File: src/rtl/mode_led_pkg.sv
// Shared types and default timing constants for the mode indicator LED.
package mode_led_pkg;

    typedef enum logic [1:0] {
        ST_IDLE = 2'd0,
        ST_ON   = 2'd1,
        ST_OFF  = 2'd2,
        ST_GAP  = 2'd3
    } state_e;

    localparam int unsigned DEF_ON_CYC  = 2500000;
    localparam int unsigned DEF_OFF_CYC = 2500000;
    localparam int unsigned DEF_GAP_CYC = 10000000;

    // Largest of three phase lengths; sizes the shared cycle counter.
    function automatic int unsigned max3(input int unsigned a,
                                         input int unsigned b,
                                         input int unsigned c);
        int unsigned m;
        m = (a > b) ? a : b;
        return (m > c) ? m : c;
    endfunction

endpackage

File: src/rtl/mode_led_phase_timer.sv
// Load/count-down cycle timer; expire flags the final cycle of a loaded phase.
module phase_timer #(
    parameter int unsigned W = 8
) (
    input  logic         clk,
    input  logic         rst_n,
    input  logic         load_i,
    input  logic [W-1:0] load_val_i,
    input  logic         run_i,
    output logic         expire_c_o
);

    logic [W-1:0] cnt_q;

    // Load takes precedence; otherwise count down and park at zero.
    always_ff @(posedge clk or negedge rst_n) begin
        if (!rst_n) begin
            cnt_q <= '0;
        end else if (load_i) begin
            cnt_q <= load_val_i;
        end else if (cnt_q != '0) begin
            cnt_q <= cnt_q - W'(1);
        end
    end

    // Expiry only matters while a timed phase is active.
    assign expire_c_o = run_i && (cnt_q == '0);

endmodule

File: src/rtl/mode_led.sv
// Blinks the LED N times per frame (N = setting), then a dark gap, forever.
module mode_led
    import mode_led_pkg::*;
#(
    parameter int unsigned ON_CYC  = DEF_ON_CYC,
    parameter int unsigned OFF_CYC = DEF_OFF_CYC,
    parameter int unsigned GAP_CYC = DEF_GAP_CYC
) (
    input  logic       clk,
    input  logic       rst_n,
    input  logic [1:0] setting,
    output logic       led,
    output logic       frame_done
);

    localparam int unsigned MAX_CYC = max3(ON_CYC, OFF_CYC, GAP_CYC);
    localparam int unsigned CW      = $clog2(MAX_CYC) + 1;

    localparam logic [CW-1:0] ON_LOAD  = CW'(ON_CYC - 1);
    localparam logic [CW-1:0] OFF_LOAD = CW'(OFF_CYC - 1);
    localparam logic [CW-1:0] GAP_LOAD = CW'(GAP_CYC - 1);

    state_e        state_q, state_d;
    logic [1:0]    setting_q, setting_d;
    logic [1:0]    pulse_q, pulse_d;
    logic          led_q, led_d;
    logic          frame_done_q, frame_done_d;
    logic          tmr_load;
    logic [CW-1:0] tmr_load_val;
    logic          tmr_run;
    logic          tmr_expire;
    logic          change;

    phase_timer #(
        .W(CW)
    ) u_timer (
        .clk        (clk),
        .rst_n      (rst_n),
        .load_i     (tmr_load),
        .load_val_i (tmr_load_val),
        .run_i      (tmr_run),
        .expire_c_o (tmr_expire)
    );

    assign change  = (setting != setting_q);
    assign tmr_run = (state_q != ST_IDLE);

    // State, setting copy, pulse counter and output flops.
    always_ff @(posedge clk or negedge rst_n) begin
        if (!rst_n) begin
            state_q      <= ST_IDLE;
            setting_q    <= 2'd0;
            pulse_q      <= 2'd0;
            led_q        <= 1'b0;
            frame_done_q <= 1'b0;
        end else begin
            state_q      <= state_d;
            setting_q    <= setting_d;
            pulse_q      <= pulse_d;
            led_q        <= led_d;
            frame_done_q <= frame_done_d;
        end
    end

    // Phase sequencing; a setting change overrides any expiry on the same edge.
    always_comb begin
        state_d      = state_q;
        setting_d    = setting_q;
        pulse_d      = pulse_q;
        led_d        = (state_q == ST_ON);
        frame_done_d = 1'b0;
        tmr_load     = 1'b0;
        tmr_load_val = '0;

        case (state_q)
            ST_ON: begin
                if (tmr_expire) begin
                    state_d      = ST_OFF;
                    tmr_load     = 1'b1;
                    tmr_load_val = OFF_LOAD;
                end
            end
            ST_OFF: begin
                if (tmr_expire) begin
                    pulse_d  = pulse_q - 2'd1;
                    tmr_load = 1'b1;
                    if (pulse_q > 2'd1) begin
                        state_d      = ST_ON;
                        tmr_load_val = ON_LOAD;
                    end else begin
                        state_d      = ST_GAP;
                        tmr_load_val = GAP_LOAD;
                    end
                end
            end
            ST_GAP: begin
                if (tmr_expire) begin
                    state_d      = ST_ON;
                    pulse_d      = setting_q;
                    frame_done_d = 1'b1;
                    tmr_load     = 1'b1;
                    tmr_load_val = ON_LOAD;
                end
            end
            default: begin
            end
        endcase

        if (change) begin
            setting_d    = setting;
            pulse_d      = setting;
            frame_done_d = 1'b0;
            tmr_load     = 1'b1;
            if (setting != 2'd0) begin
                state_d      = ST_ON;
                tmr_load_val = ON_LOAD;
            end else begin
                state_d      = ST_IDLE;
                tmr_load_val = '0;
            end
        end
    end

    assign led        = led_q;
    assign frame_done = frame_done_q;

endmodule
File: config.mk
export PLATFORM = sky130hd
export DESIGN_NAME = mode_led
export DESIGN_NICKNAME = d
export VERILOG_FILES = /design/src/rtl/mode_led_pkg.sv /design/src/rtl/mode_led_phase_timer.sv /design/src/rtl/mode_led.sv
export SDC_FILE = /design/constraint.sdc
export NUM_CORES = 1
export LEC_CHECK = 0
export BUFFER_PORTS_ARGS = -buffer_cell sky130_fd_sc_hd__buf_2
export CAP_MARGIN = 10
export CORE_MARGIN = 1
export CORE_UTILIZATION = 60
export CTS_CLUSTER_SIZE = 8
export DETAILED_ROUTE_END_ITERATION = 10
export PLACE_DENSITY = 0.87
export SLEW_MARGIN = 20
export SYNTH_ARGS = -nofsm -noshare
export SYNTH_HDL_FRONTEND = slang
export SYNTH_SLANG_ARGS = --single-unit
File: constraint.sdc
create_clock -name clk -period 4.4 [get_ports clk]
set_input_delay 0.22 -clock clk [delete_from_list [all_inputs] [get_ports clk]]
set_output_delay 0.22 -clock clk [all_outputs]
set_load 0.03 [all_outputs]
==> key figures, run 1 <==
Timing
  – Worst-Margin Slew: 0.958 ns
  – RSZ-0062 raised after global routing: no
  – Final setup vio count: 0
  – Fmax: 335 MHz
  – Max_slew headroom: 0.356
  – Setup TNS: 0 ns
  – Post-route setup slack: 1.42 ns
  – Setup Skew: 0.00809 ns
  – Hold Fails Final Rpt: 0
  – Tmin final: 2.98 ns
  – Final period util: 0.678
  – Final Max Tran Viols: 0

Placed design
  – I/O Buffers: 5
  – Placed Instance Area: 0.00194 mm2
  – Hpwl dp: 2970 um
  – Pre-CTS WS: 1.47 ns
  – Placed insts: 239
  – GP Congestion: 0.904

Worst setup path
  – R2R Setup Slk: 1.42 ns
  – FF-to-FF End: u_timer.cnt_q[1]
  – Slowest-stage cell, CP: nor4_2
  – Reg2reg start: u_timer.cnt_q[0]
  – CP top delay family: simple AND/OR/NAND/NOR gates
  – CP Capture Type: register
  – Largest fanout on the critical path: 11
  – Critical path class: register to register
  – CP Data Arrival Time: 3.22 ns
  – Worst R2R Path Depth: 6
  – Cell Chain, Critical Path: inv_1 -> ha_1 -> or3b_2 -> or4_4 -> nor4_2 -> mux2_2
  – Startpoint Class: register
  – CP bufs+invs: 1
  – Data required, critical path: 4.63 ns
  – Critical path's largest stage delay: 0.81 ns

Floorplan
  – Die Y: 58.1 um
  – Die ar.: 0.00338 mm2
  – Die width: 58.1 um
  – Starting Density: 0.657
  – FP Rows: 19
  – Core ar.: 0.00288 mm2
  – IO Count: 6

Finish
  – Commonest non-fill, non-tap cells in the layout: dfrtp_1, a21oi_1, xnor2_1, nor2_1
  – Diodes inserted: 0
  – Syn-to-layout area delta: 7.55%
  – Post-route cell area: 0.00203 mm2
  – Final core utilization: 0.706
  – Nets: 212
  – Most common cell after layout, fill and taps aside: dfrtp_1
  – Area of the multi-input gates: 0.00101 mm2
  – Register Area: 826 um2
  – Non-filler instance count after layout: 248
  – FILL cells: 203
  – Layout cells sized above 1: 0.117

Detailed routing
  – Routed WL: 4090 um
  – Via density: 6.28
  – Vias: 1,557
  – WL/cell: 16.5 um
  – Pre-antenna DRT Iters: 4
  – DRT antenna net count: 0
  – DR iter-0 viols: 107
  – # DRC: 0

CTS
  – CTS buffer count: 5
  – Clk buf depth: 2
  – Htree depth: 2
  – Clock Latency Late Sink: 0.34 ns
  – CTS Sinks: 33
  – TritonCTS clock tree: built
  – Clk root buf: clkbuf_4
  – Clk slew on worst S/H paths: 0.10 ns

Global routing
  – Met2 GRT Util: 0.411
  – First-pass GRT wire length: 6780 um
  – Gr busiest metal: met2
  – Initial antenna violation count: 0
  – Global Route Usage Sum: 0.273
  – Grt met1 use: 0.343
  – Vias in the first global route: 1,494
  – Met3 Use GR: 0.0692
  – Gr ovfl total: 0
  – Largest net degree at the start of global routing: 34

Job
  – Max-cap check violation count: 0

Synth
  – Post-Syn Instances: 200
  – Share of the synthesized area in the top cell type: 0.437
  – #FFs+latches synth: 33
  – Most used DFF post-synth: dfrtp_1
  – Seq/Total Area, Yosys: 0.437
  – Mapped Nets: 207
  – Async S/R FF share, synth: 1.00
  – Yosys cell types: 38
  – Avg Cell Area, Syn: 9.45 um2
  – Syn Std Cell Area: 0.00189 mm2
  – Top cells by area, synth: dfrtp_1, xnor2_1, a21oi_1
  – Synthesis Warnings: 0
  – Post-synth EDFFs: 0
  – Synth area leader: dfrtp_1

Hold path
  – Hold WC Path Type: input port to register
  – Hold_sp: setting[0]
  – Hold EP: setting_q[0]
  – Hold Crit Depth: 1

Outcome
  – Status: completed

Power and ir drop
  – Pleak: 0.789 nW
  – Pwr dens: 334 mW/mm2
  – Max VDD drop: 0.291 mV
[layout make-up]
cell class                 count  area share
tap                           42      0.0259
clock inverter                 1      0.0148
multi-input combinational    154       0.498
sequential                    33       0.406
clock buffer                   7      0.0271
inverter                       4     0.00739
timing repair buffer           7      0.0209
[through the flow]
| stage | hold slack [ns] | power, mW |
|---|---|---|
| 2_1_floorplan | -0.0756 | 0.412 |
| 3_3_place_gp | 0.304 | 0.436 |
| 3_5_place_dp | 0.317 | 0.443 |
| 4_1_cts | 0.0422 | 0.681 |
| 5_1_grt | 0.0442 | 0.708 |
| 6_report | 0.0551 | 0.679 |
[flip-flops by register name (all words and copies together) (netlist names)]
| name | flops |
|---|---|
| u_timer.cnt_q | 25 |
| led | 1 |
| state_q | 2 |
| setting_q | 2 |
| pulse_q | 2 |
| frame_done | 1 |
[repair_timing]
item	4_1_cts	5_1_grt
hold endpoints to repair	33	0
buffers inserted	0	0
hold buffers	1	0
resized for setup	0	0
[cell families after synthesis]
logic type                 count (synthesis)  share of synthesized area
AOI/OAI and AO/OA                         36                      0.118
xor gates and xnor gates                  23                      0.107
adders and majority gates                  3                     0.0199
muxes                                      5                     0.0278
buffers and inverters                     13                     0.0278
and+or+nand+nor                           87                      0.263
DFF                                       33                      0.437
[Yosys cell counts (3+ instances only)]
master,count
inv_1,4
ha_1,3
dfrtp_1,33
xor2_1,3
nand4_1,5
a21oi_1,22
clkbuf_1,6
nand3b_1,3
a221oi_1,3
nand2_1,11
mux2i_1,3
o21ai_0,5
nor2_1,20
or4_4,3
nor3_1,11
buf_2,3
xnor2_1,20
nor4_1,7
and2_1,4
nand3_1,5
[where the power goes]
| part | leakage [nW] | internal, mW | switching, mW |
|---|---|---|---|
| Sequential | 0.403 | 0.321 | 0.0212 |
| Clock | 0.0455 | 0.136 | 0.104 |
| Combinational | 0.340 | 0.0371 | 0.0596 |
| Total | 0.789 | 0.494 | 0.185 |
[how the worst max path moves through the flow]
| stage | start | to | slack (ns) | depth (start not counted) |
|---|---|---|---|---|
| after floorplan | u_timer.cnt_q[0] | u_timer.cnt_q[1] | 1.98 | 7 |
| after global placement | u_timer.cnt_q[0] | u_timer.cnt_q[1] | 1.61 | 6 |
| after detailed placement | u_timer.cnt_q[0] | u_timer.cnt_q[1] | 1.47 | 6 |
| after CTS | u_timer.cnt_q[0] | u_timer.cnt_q[1] | 1.45 | 6 |
| after global routing | u_timer.cnt_q[0] | u_timer.cnt_q[1] | 1.29 | 6 |
| final | u_timer.cnt_q[0] | u_timer.cnt_q[1] | 1.42 | 6 |
[layer usage]
layer	wire length, um	vias to the layer above
li1	-	732
met1	1810	744
met2	1920	64
met3	197	17
met4	162	0
met5	0	-
Power figures use the tool's default switching activity.
==> run 2, diff against run 1 <==
--- a/config.mk
+++ b/config.mk
@@ -8,10 +8,10 @@
 export BUFFER_PORTS_ARGS = -buffer_cell sky130_fd_sc_hd__buf_2
 export CAP_MARGIN = 10
 export CORE_MARGIN = 1
-export CORE_UTILIZATION = 60
+export CORE_UTILIZATION = 55
 export CTS_CLUSTER_SIZE = 8
 export DETAILED_ROUTE_END_ITERATION = 10
-export PLACE_DENSITY = 0.87
+export PLACE_DENSITY = 0.85
 export SLEW_MARGIN = 20
 export SYNTH_ARGS = -nofsm -noshare
 export SYNTH_HDL_FRONTEND = slang
==> constraint.sdc (replaced) <==
create_clock -name clk -period 2.6 [get_ports clk]
set_input_delay 0.13 -clock clk [delete_from_list [all_inputs] [get_ports clk]]
set_output_delay 0.13 -clock clk [all_outputs]
set_load 0.03 [all_outputs]
==> run 2 against run 1 <==
Compared with the run above: power grew 61%; sequential cell count is the same; non-clock buffer count grew 14; critical path depth is the same; sequential share of layout area shrank 2.2 points; core utilization shrank 2.4 points; clock power grew 38%; sequential power grew 68%; worst hold slack gained 0.33 ns; critical endpoint unchanged; highest routed layer unchanged.
==> key figures, run 2 (same netlist as run 1, synthesis figures left out) <==
Timing
  – Hold Fails Final Rpt: 0
  – Max_slew headroom: 0.516
  – Final setup vio count: 0
  – Final Max Tran Viols: 0
  – Tmin final: 2.49 ns
  – Worst-Margin Slew: 0.726 ns
  – Setup Skew: 0.0157 ns
  – Final period util: 0.958
  – Fmax: 402 MHz
  – WHS: 0.386 ns

Floorplan
  – Die Y: 60.6 um
  – FP Rows: 20
  – Die ar.: 0.00367 mm2
  – Starting Density: 0.599
  – IO Count: 6
  – Core ar.: 0.00315 mm2
  – Die width: 60.6 um

Worst setup path
  – Largest fanout on the critical path: 5
  – Startpoint Class: register
  – Data required, critical path: 2.83 ns
  – CP Capture Type: register
  – Critical path class: register to register
  – CP Data Arrival Time: 2.72 ns

CTS
  – Clk buf depth: 2
  – Clk root buf: clkbuf_4
  – CTS buffer count: 5
  – Clk slew on worst S/H paths: 0.11 ns
  – Clock Latency Late Sink: 0.34 ns
  – Htree depth: 2
  – TritonCTS clock tree: built
  – CTS Sinks: 33

Detailed routing
  – Routed WL: 4300 um
  – DRT antenna net count: 0
  – # DRC: 0
  – Vias: 1,585
  – WL/cell: 16.3 um
  – Via density: 6.00
  – DR iter-0 viols: 116
  – Pre-antenna DRT Iters: 4

Placed design
  – Hpwl dp: 3060 um
  – I/O Buffers: 5
  – GP Congestion: 0.916

Finish
  – Diodes inserted: 0
  – Syn-to-layout area delta: 13.8%
  – Max FFs per register: 25
  – Nets: 226
  – Layout cells sized above 1: 0.177
  – Commonest non-fill, non-tap cells in the layout: dfrtp_1, a21oi_1, xnor2_1, nor2_1, buf_4
  – Final core utilization: 0.682
  – Register with the most flip-flops: u_timer.cnt_q
  – Most common cell after layout, fill and taps aside: dfrtp_1

Job
  – Max-cap check violation count: 0

Global routing
  – Global Route Usage Sum: 0.267
  – First-pass GRT wire length: 7050 um
  – Vias in the first global route: 1,558
  – Largest net degree at the start of global routing: 34
  – Initial antenna violation count: 0
  – Gr ovfl total: 0

Outcome
  – Status: completed

Power and ir drop
  – Pwr dens: 510 mW/mm2
  – Max VDD drop: 0.344 mV
  – Pleak: 0.865 nW

Hold path
  – Hold WC Path Type: input port to async pin
==> run 2: changes by cell type in the layout (fill, tap and decap cells not counted), sizes merged <==
cell / previous run / this run
bufinv: 1 / 0
clkinv: 0 / 1
buf: 6 / 18
dlygate4sd3: 1 / 3
==> run 2: critical path, stage by stage (launching register included) <==
cell and delay (ns):
dfrtp_1 0.39, inv_1 0.10, ha_1 0.18, or3b_2 0.50, or4_4 0.49, nor4_4 0.35, mux2_2 0.37
==> run 2: worst paths after layout <==
path / from / to / slack, ns / cells past startpoint
min: rst_n / frame_done / 0.39 / 2
min in group clk: setting[0] / setting_q[0] / 0.53 / 2
max in group asynchronous: rst_n / u_timer.cnt_q[6] / 1.74 / 2
max: u_timer.cnt_q[0] / u_timer.cnt_q[1] / 0.11 / 6
max reg2reg: u_timer.cnt_q[0] / u_timer.cnt_q[1] / 0.11 / 6
min reg2reg: u_timer.cnt_q[24] / u_timer.cnt_q[24] / 0.56 / 2
==> run 2: layout make-up <==
class,count,area (um2)
clock buffer,7,65.1
fill,261,1000
sequential,33,826
multi-input combinational,154,1030
timing repair buffer,21,153
inverter,4,15.0
tap,44,55.1
clock inverter,1,5.00
==> run 2: per-layer routing <==
metal,share of wire,track usage,vias up
met3,0.065,0.0554,11
li1,-,-,756
met1,0.41,0.322,758
met4,0.024,0.133,0
met5,0,0,-
met2,0.50,0.454,60
==> run 2: per-stage QoR <==
step,cell area [um2],instances,setup slack [ns],power [mW],setup TNS (ns)
after floorplan,1890,200,0.180,0.698,0
after global placement,2030,253,0.145,0.754,0
after detailed placement,2030,253,0.0661,0.765,0
after CTS,2130,264,0.0521,1.09,0
after global routing,2150,264,-0.0348,1.14,-0.134
final,2150,264,0.110,1.10,0
==> run 2: power by group <==
group / internal [mW] / total [mW] / switching [mW] / leakage [nW]
clock network: 0.157 / 0.331 / 0.175 / 0.0413
registers: 0.544 / 0.576 / 0.0318 / 0.403
logic: 0.0790 / 0.189 / 0.110 / 0.421
==> run 2: timing repair <==
item,4_1_cts,5_1_grt
buffers inserted,0,0
resized for setup,0,3
hold endpoints to repair,35,0
hold buffers,3,0
setup endpoints to repair,0,10
==> run 3, diff against run 2 <==
--- a/config.mk
+++ b/config.mk
@@ -15,4 +15,5 @@
 export SLEW_MARGIN = 20
 export SYNTH_ARGS = -nofsm -noshare
 export SYNTH_HDL_FRONTEND = slang
+export SYNTH_HIERARCHICAL = 1
 export SYNTH_SLANG_ARGS = --single-unit
==> run 3 against run 2 <==
Compared with the run above: die area grew 4.9%; worst setup slack worse by 0.024 ns; sequential share of layout area shrank 2.3 points; critical path type unchanged; largest cell class unchanged; largest power group unchanged.
==> key figures, run 3 <==
Detailed routing
  – DRT antenna net count: 0
  – # DRC: 0
  – Routed WL: 4350 um
  – Via density: 5.88
  – Pre-antenna DRT Iters: 4
  – DR iter-0 viols: 135
  – Vias: 1,611
  – WL/cell: 15.9 um

Placed design
  – Hpwl dp: 3110 um
  – GP Congestion: 0.852
  – Placed insts: 263
  – I/O Buffers: 5

CTS
  – CTS buffer count: 5
  – Clock Latency Late Sink: 0.34 ns
  – Clk slew on worst S/H paths: 0.11 ns
  – Setup bufs post-CTS: 0
  – Clk root buf: clkbuf_4
  – TritonCTS clock tree: built
  – Htree depth: 2
  – CTS Sinks: 33
  – Clk buf depth: 2

Power and ir drop
  – Max VDD drop: 0.270 mV
  – Pwr dens: 554 mW/mm2
  – Pleak: 0.991 nW

Finish
  – Register with the most flip-flops: u_timer/cnt_q
  – Area of the multi-input gates: 0.00112 mm2
  – Register Area: 826 um2
  – Non-filler instance count after layout: 274
  – FILL cells: 263
  – Max FFs per register: 25
  – Layout cells sized above 1: 0.206
  – Syn-to-layout area delta: 15.4%
  – Nets: 234
  – Diodes inserted: 0
  – Commonest non-fill, non-tap cells in the layout: dfrtp_1, nand2_1, buf_4, o21ai_1, xor2_1
  – Most common cell after layout, fill and taps aside: dfrtp_1
  – Final core utilization: 0.676

Outcome
  – Status: completed

Timing
  – Final Max Tran Viols: 0
  – Final period util: 0.967
  – Fmax: 398 MHz
  – Tmin final: 2.51 ns
  – RSZ-0062 raised after global routing: no
  – Setup TNS: 0 ns
  – Setup Skew: 0.0129 ns
  – Max_slew headroom: 0.506
  – Hold Fails Final Rpt: 0
  – Final setup vio count: 0
  – Worst-Margin Slew: 0.741 ns

Floorplan
  – Die width: 62.1 um
  – Die ar.: 0.00385 mm2
  – Core ar.: 0.00339 mm2
  – IO Count: 6
  – FP Rows: 21
  – Die Y: 62.1 um
  – Starting Density: 0.585

Synth
  – Async S/R FF share, synth: 1.00
  – Avg Cell Area, Syn: 9.73 um2
  – Synth area leader: dfrtp_1
  – Seq/Total Area, Yosys: 0.416
  – Yosys cell types: 49
  – Top cells by area, synth: dfrtp_1, xor2_1, xnor2_1
  – #FFs+latches synth: 33
  – Most used DFF post-synth: dfrtp_1
  – Syn Std Cell Area: 0.00198 mm2
  – Post-Syn Instances: 204
  – Synthesis Warnings: 6
  – Post-synth EDFFs: 0
  – Post-synth top cells: dfrtp_1, nand2_1, o21ai_1
  – Most common cell in the netlist: dfrtp_1
  – Share of the synthesized area in the top cell type: 0.416

Global routing
  – First-pass GRT wire length: 7110 um
  – Gr busiest metal: met2
  – Global Route Usage Sum: 0.263
  – Met2 GRT Util: 0.445
  – Met3 Use GR: 0.0663
  – Grt met1 use: 0.328
  – Vias in the first global route: 1,558
  – Largest net degree at the start of global routing: 34
  – Gr ovfl total: 0
  – Initial antenna violation count: 0

Worst setup path
  – Startpoint Class: register
  – CP Data Arrival Time: 2.78 ns
  – Largest fanout on the critical path: 8
  – CP Capture Type: register
  – Data required, critical path: 2.87 ns
  – Critical path class: register to register

Hold path
  – Hold WC Path Type: input port to async pin

Job
  – Max-cap check violation count: 0
run 3: area by class of cell:
| cell class | instances | area share |
|---|---|---|
| Clock buffer | 7 | 0.0284 |
| Clock inverter | 1 | 0.00218 |
| Inverter | 6 | 0.00983 |
| Multi-Input combinational cell | 156 | 0.489 |
| Sequential cell | 33 | 0.360 |
| Tap cell | 46 | 0.0251 |
| Timing Repair Buffer | 25 | 0.0852 |
run 3: logic make-up after synthesis:
kind of cell,Yosys count,synth area share
xor gates and xnor gates,23,0.109
DFF,33,0.416
and+or+nand+nor,68,0.201
buffers and inverters,19,0.0403
adders and majority gates,3,0.0189
muxes,5,0.0284
other,1,0.00189
AOI/OAI and AO/OA,52,0.184
run 3: worst paths after layout:
path	startpoint	to	slack [ns]	cells after the start
setup / recovery	u_timer/cnt_q[1]	u_timer/cnt_q[1]	0.09	7
hold / removal	rst_n	setting_q[0]	0.39	2
setup reg to reg	u_timer/cnt_q[1]	u_timer/cnt_q[1]	0.09	7
hold reg to reg	state_q[1]	led	0.57	1
max in group asynchronous	rst_n	u_timer/cnt_q[2]	1.73	2
min in group clk	setting[1]	setting_q[1]	0.50	2
run 3: power by group:
group          internal (mW)  switching [mW]
Combinational          0.132           0.168
Sequential             0.568          0.0634
Clock                  0.157           0.181
run 3: critical path, cell delays in order (launching register included):
cell and delay [ns]:
dfrtp_1 0.40, inv_1 0.10, ha_1 0.14, or4b_1 0.51
or4_1 0.64, nor2_4 0.20, mux2_1 0.34, o21ai_1 0.12
run 3: routing by layer:
metal	wire length [um]	up-vias
li1	-	772
met1	1970	799
met2	2170	31
met3	145	9
met4	65	0
met5	0	-
run 3: repair_timing:
item | 4_1_cts | 5_1_grt
gates resized for setup | 0 | 1
hold endpoints to repair | 35 | 0
hold buffers | 3 | 0
endpoints found under the setup margin | 0 | 7
run 3: stage by stage:
| step | setup slack [ns] | hold slack [ns] | power, mW | cell area [um2] |
|---|---|---|---|---|
| 6_report | 0.0864 | 0.387 | 1.27 | 2290 |
| 5_1_grt | 0.00282 | 0.436 | 1.34 | 2290 |
| 4_1_cts | 0.0856 | 0.392 | 1.28 | 2290 |
| 3_5_place_dp | 0.116 | 0.236 | 0.935 | 2190 |
| 3_3_place_gp | 0.174 | 0.229 | 0.919 | 2190 |
| 2_1_floorplan | 0.00886 | -0.166 | 0.836 | 2030 |
